==> config.mk <==
export PLATFORM = sky130hd
export DESIGN_NAME = mem_arbiter_2p
export DESIGN_NICKNAME = d
export VERILOG_FILES = /design/src/rtl/mem_arbiter_2p.sv
export SDC_FILE = /design/constraint.sdc
export NUM_CORES = 1
export LEC_CHECK = 0
export BUFFER_PORTS_ARGS = -buffer_cell sky130_fd_sc_hd__buf_2
export CAP_MARGIN = 25
export CORE_ASPECT_RATIO = 2
export CORE_MARGIN = 2
export CORE_UTILIZATION = 44
export CTS_BUF_LIST = sky130_fd_sc_hd__clkbuf_4 sky130_fd_sc_hd__clkbuf_8 sky130_fd_sc_hd__clkbuf_16
export CTS_CLUSTER_SIZE = 28
export DETAILED_ROUTE_END_ITERATION = 6
export HOLD_SLACK_MARGIN = 0.1
export PLACE_DENSITY = 0.83
export REMOVE_ABC_BUFFERS = 1
export SLEW_MARGIN = 10
export SYNTH_ARGS = -nofsm -noshare
export SYNTH_HDL_FRONTEND = slang
export SYNTH_SLANG_ARGS = --single-unit
export TNS_END_PERCENT = 20
==> constraint.sdc <==
create_clock -name clock -period 1.4 [get_ports clock]
set_input_delay 0.21 -clock clock [delete_from_list [all_inputs] [get_ports clock]]
set_output_delay 0.21 -clock clock [all_outputs]
set_load 0.02 [all_outputs]
==> src/rtl/mem_arbiter_2p.sv <==
// mem_arbiter_2p
// Two-requester arbiter and command sequencer for a single-port synchronous
// SRAM macro (16 x 1024 by default). At most one command is accepted per cycle
// and registered onto the macro pins in the following cycle. In-flight reads
// are tracked with a tag shift pipe, and each result is returned to the port
// that issued it.
//
// Build option:
//   MEM_ARB_RR_EN  defined   -> round-robin on contention (last-grant pointer)
//                  undefined -> fixed priority, port 0 wins contention
//
// Parameters:
//   DATA_W      data width (must match macro)
//   ADDR_W      address width (must match macro)
//   MEM_RD_LAT  cycles from macro sampling edge to valid mem_rd_data (1..4)
//
// Ports:
//   clock, reset_n                     clock, async active-low reset
//   px_req/we/addr/wdata (x=0,1)       request side, held until px_gnt
//   px_gnt                             combinational grant
//   px_rvalid, px_rdata                read response (one-cycle pulse, held data)
//   mem_chip_en/wr_en/rd_en/addr/wr_data  registered macro command
//   mem_rd_data                        macro read data
module mem_arbiter_2p #(
    parameter int DATA_W     = 16,
    parameter int ADDR_W     = 10,
    parameter int MEM_RD_LAT = 1
) (
    input  logic              clock,
    input  logic              reset_n,

    input  logic              p0_req,
    input  logic              p0_we,
    input  logic [ADDR_W-1:0] p0_addr,
    input  logic [DATA_W-1:0] p0_wdata,
    output logic              p0_gnt,
    output logic              p0_rvalid,
    output logic [DATA_W-1:0] p0_rdata,

    input  logic              p1_req,
    input  logic              p1_we,
    input  logic [ADDR_W-1:0] p1_addr,
    input  logic [DATA_W-1:0] p1_wdata,
    output logic              p1_gnt,
    output logic              p1_rvalid,
    output logic [DATA_W-1:0] p1_rdata,

    output logic              mem_chip_en,
    output logic              mem_wr_en,
    output logic              mem_rd_en,
    output logic [ADDR_W-1:0] mem_addr,
    output logic [DATA_W-1:0] mem_wr_data,
    input  logic [DATA_W-1:0] mem_rd_data
);

    // ------------------------------------------------------------------
    // Arbitration
    // ------------------------------------------------------------------
`ifdef MEM_ARB_RR_EN
    logic lg_q, lg_d;
`endif

    always_comb begin
        p0_gnt = 1'b0;
        p1_gnt = 1'b0;
        if (p0_req && p1_req) begin
`ifdef MEM_ARB_RR_EN
            // The port that did not win last time gets this one.
            p0_gnt = lg_q;
            p1_gnt = ~lg_q;
`else
            p0_gnt = 1'b1;
`endif
        end else begin
            p0_gnt = p0_req;
            p1_gnt = p1_req;
        end
    end

    logic              acc;
    logic              sel;
    logic              sel_we;
    logic [ADDR_W-1:0] sel_addr;
    logic [DATA_W-1:0] sel_wdata;

    assign acc       = (p0_req && p0_gnt) || (p1_req && p1_gnt);
    assign sel       = p1_gnt;
    assign sel_we    = sel ? p1_we    : p0_we;
    assign sel_addr  = sel ? p1_addr  : p0_addr;
    assign sel_wdata = sel ? p1_wdata : p0_wdata;

`ifdef MEM_ARB_RR_EN
    assign lg_d = acc ? sel : lg_q;

    always_ff @(posedge clock or negedge reset_n) begin
        if (!reset_n) lg_q <= 1'b0;
        else          lg_q <= lg_d;
    end
`endif

    // ------------------------------------------------------------------
    // Command register: idle cycles drive every pin to zero
    // ------------------------------------------------------------------
    logic              ce_q, ce_d;
    logic              wr_q, wr_d;
    logic              rd_q, rd_d;
    logic [ADDR_W-1:0] addr_q, addr_d;
    logic [DATA_W-1:0] wdata_q, wdata_d;

    always_comb begin
        ce_d    = acc;
        wr_d    = acc && sel_we;
        rd_d    = acc && !sel_we;
        addr_d  = acc ? sel_addr  : '0;
        wdata_d = acc ? sel_wdata : '0;
    end

    always_ff @(posedge clock or negedge reset_n) begin
        if (!reset_n) begin
            ce_q    <= 1'b0;
            wr_q    <= 1'b0;
            rd_q    <= 1'b0;
            addr_q  <= '0;
            wdata_q <= '0;
        end else begin
            ce_q    <= ce_d;
            wr_q    <= wr_d;
            rd_q    <= rd_d;
            addr_q  <= addr_d;
            wdata_q <= wdata_d;
        end
    end

    assign mem_chip_en = ce_q;
    assign mem_wr_en   = wr_q;
    assign mem_rd_en   = rd_q;
    assign mem_addr    = addr_q;
    assign mem_wr_data = wdata_q;

    // ------------------------------------------------------------------
    // Read tag pipe. Stage 0 is the command cycle; stage MEM_RD_LAT is the
    // cycle in which mem_rd_data holds that read's result.
    // ------------------------------------------------------------------
    logic [MEM_RD_LAT:0] tag_vld_q, tag_vld_d;
    logic [MEM_RD_LAT:0] tag_port_q, tag_port_d;

    assign tag_vld_d  = {tag_vld_q[MEM_RD_LAT-1:0], rd_d};
    assign tag_port_d = {tag_port_q[MEM_RD_LAT-1:0], sel};

    always_ff @(posedge clock or negedge reset_n) begin
        if (!reset_n) begin
            tag_vld_q  <= '0;
            tag_port_q <= '0;
        end else begin
            tag_vld_q  <= tag_vld_d;
            tag_port_q <= tag_port_d;
        end
    end

    // ------------------------------------------------------------------
    // Response capture
    // ------------------------------------------------------------------
    logic              rv0_q, rv0_d, rv1_q, rv1_d;
    logic [DATA_W-1:0] rdata0_q, rdata0_d, rdata1_q, rdata1_d;

    always_comb begin
        rv0_d    = tag_vld_q[MEM_RD_LAT] && !tag_port_q[MEM_RD_LAT];
        rv1_d    = tag_vld_q[MEM_RD_LAT] &&  tag_port_q[MEM_RD_LAT];
        rdata0_d = rv0_d ? mem_rd_data : rdata0_q;
        rdata1_d = rv1_d ? mem_rd_data : rdata1_q;
    end

    always_ff @(posedge clock or negedge reset_n) begin
        if (!reset_n) begin
            rv0_q    <= 1'b0;
            rv1_q    <= 1'b0;
            rdata0_q <= '0;
            rdata1_q <= '0;
        end else begin
            rv0_q    <= rv0_d;
            rv1_q    <= rv1_d;
            rdata0_q <= rdata0_d;
            rdata1_q <= rdata1_d;
        end
    end

    assign p0_rvalid = rv0_q;
    assign p1_rvalid = rv1_q;
    assign p0_rdata  = rdata0_q;
    assign p1_rdata  = rdata1_q;

endmodule
==> impl_metrics.tcl <==
set metrics [dict create \
    wl_met2_um 3580 \
    drc 0 \
    start_util_pct 45.7 \
    cp_max_fo 1 \
    hold_depth 2 \
    finalCritPeriodShare_pct 96.6 \
    clk_path_buf_depth 2 \
    slew_headroom_pct 73.1 \
    drive_gt1_share_pct 49.2 \
    htreeDepth 3 \
    utilization_pct 72.0 \
    yosysSeqAreaShare_pct 66.6 \
    clkSinkCount 66 \
    fp.dieW_um 57.1 \
    irDropWorstVdd_mv 0.979 \
    drt_iter0_drc 66 \
    yosys.area.top_type "dfrtp_1" \
    nets 464 \
    yosysUniqueCellTypes 14 \
    crit_path_end_kind "flip-flop" \
    grt_pass1_wl_um 10200 \
    met1_length_um 2110 \
    insertion_delay_ns 0.34 \
    cp.arrival_ns 1.57 \
    final_cell_mix "buf_2 (137), dfrtp_1 (66), nand2_1 (54), dlygate4sd3_1 (49), mux2_2 (32)" \
    drtAntennaViolNets 0 \
    r2r_slack_ns 0.14 \
    powerDensity_mw_per_mm2 1250 \
    hold_end "p0_rdata[13]" \
    holdWs_ns 0.119 \
    critical_path.startpoint_type "input pin" \
    ys_ff_latch 66 \
    fillers 365 \
    grt.total_usage_pct 22.0 \
    io_buffer_count 138 \
    grt_pass1_vias 2377 \
    period_needed_ns 1.35 \
    min_path_type "input pin to flip-flop" \
    p_leak_nw 2.02 \
    reg2reg_depth 2 \
    netlist_area_mm2 0.00248 \
    cts_made_buffers 9 \
    yosys_warnings 0 \
    clockRootBuffer "clkbuf_8" \
    r2r_start "tag_port_q[1]" \
    overflow 0 \
    core-area_mm2 0.00542 \
    cts_tree "done" \
    min-delay-start "mem_rd_data[13]" \
    drt-total-wl_um 6300 \
    tns_ns 0 \
    synth_top_area_share_pct 66.6 \
    n_antenna_cell 0 \
    drt-vias-per-instance 4.77 \
    outcome "finished clean" \
    hpwl_um 4120 \
    hold_violations 0 \
    rsz0062_at_grt "false" \
    gp_congestion 0.726 \
    rows 38 \
    grt_max_degree 67 \
    wl_met3_um 373 \
    fmaxAchievable_ghz 0.739 \
    antenna_found_initial 0 \
    first_pass_iters 4 \
    chipHeight_um 110 \
    syn2layout_area_growth_pct 57.5 \
    synthCells 199 \
    worstPathRequired_ns 1.62 \
    pin_count 139 \
    top_layer_used "met4" \
    tightestPinTransition_ns 0.402 \
    path_class "input pin to flip-flop" \
    r2r_end "p1_rdata[12]" \
    drv_cap 0 \
    die_area_mm2 0.00629 \
    clk_pin_slew_ns 0.06 \
    skew_ns 0.00818 \
    synth_area_per_cell_um2 12.5 \
    setup_viol 0 \
    slew_viol_final 0 \
    synthTopCellsByArea "dfrtp_1 (67%), mux2_2 (15%), nand2_1 (8.2%)" \
    num_vias 2167 \
    layout_commonest_cell "buf_2" \
    route.detailed.wl_per_inst_um 13.9 \
]
flip-flops by register name (all words and copies together), names as in the netlist:
name	count
p0_rdata	16
p0_rvalid	1
mem_wr_en	1
mem_addr	10
mem_wr_data	16
mem_chip_en	1
tag_vld_q	2
p1_rdata	16
tag_port_q	2
p1_rvalid	1
through the flow:
stage / cell area, µm² / cells / power (mW) / worst slack [ns]
2_1_floorplan: 2400 / 186 / 2.89 / 0.190
3_5_place_dp: 3240 / 390 / 3.42 / 0.143
4_1_cts: 3910 / 455 / 4.95 / 0.108
3_3_place_gp: 3240 / 390 / 3.38 / 0.180
5_1_grt: 3910 / 454 / 5.14 / 0.0201
6_report: 3910 / 454 / 4.88 / 0.0477
final cells by class:
cell class	count	area, µm²	area share, %
clock buffers	12	159	4.07
clock inverters	3	15.0	0.384
inverters	1	3.75	0.0961
multi-input cells	119	747	19.1
flip-flops and latches	66	1650	42.3
well taps	60	75.1	1.92
repair buffers	193	1250	32.1
synthesized netlist by cell type:
| master | instances |
|---|---|
| buf_6 | 3 |
| nand2b_1 | 1 |
| o21ai_0 | 27 |
| buf_2 | 4 |
| nand2_1 | 54 |
| nand2_2 | 1 |
| nor2b_1 | 1 |
| mux2_2 | 32 |
| nor2b_4 | 1 |
| clkbuf_1 | 6 |
| mux2i_1 | 1 |
| or2_2 | 1 |
| dfrtp_1 | 66 |
| inv_1 | 1 |
what timing repair did:
action                     in CTS  in global routing
buffers inserted                0                  0
hold buffers                   50                  0
setup endpoints to repair       0                  4
gates resized for setup         0                  2
hold endpoints to repair      102                  0
how the worst max path moves through the flow:
stage,startpoint,to,slack [ns]
2_1_floorplan,tag_port_q[1],p0_rdata[0],0.19
3_3_place_gp,tag_port_q[1],p1_rdata[10],0.18
3_5_place_dp,tag_port_q[1],p1_rdata[12],0.14
4_1_cts,p0_wdata[11],mem_wr_data[11],0.11
5_1_grt,p0_wdata[11],mem_wr_data[11],0.02
6_report,p0_wdata[7],mem_wr_data[7],0.05
per-layer routing:
layer | track usage (%) | vias up
li1 | - | 1034
met1 | 20.5 | 1024
met2 | 40.2 | 89
met3 | 6.07 | 20
met4 | 15.1 | 0
met5 | 0 | -
report_power, final:
part           switching, mW  leakage [nW]  internal, mW  total, mW
Sequential             0.113         0.797          2.17       2.28
Clock                  0.645        0.0954         0.739       1.38
Combinational          0.664          1.13         0.555       1.22
worst max-delay path, stage by stage:
cell           delay [ns]
dlygate4sd3_1        0.54
buf_2                0.12
nand2_1              0.05
o21ai_0              0.08
dlygate4sd3_1        0.57
cell families (layout without fill, tap and decap cells):
family | Yosys count | count (layout) | synth area share (%)
AO/OA/AOI/OAI | 27 | 27 | 5.45
flip-flops | 66 | 66 | 66.6
buffers and inverters | 14 | 209 | 3.23
multiplexers | 33 | 33 | 14.9
AND/OR/NAND/NOR | 59 | 59 | 9.74
(Power assumes the default switching activity.)
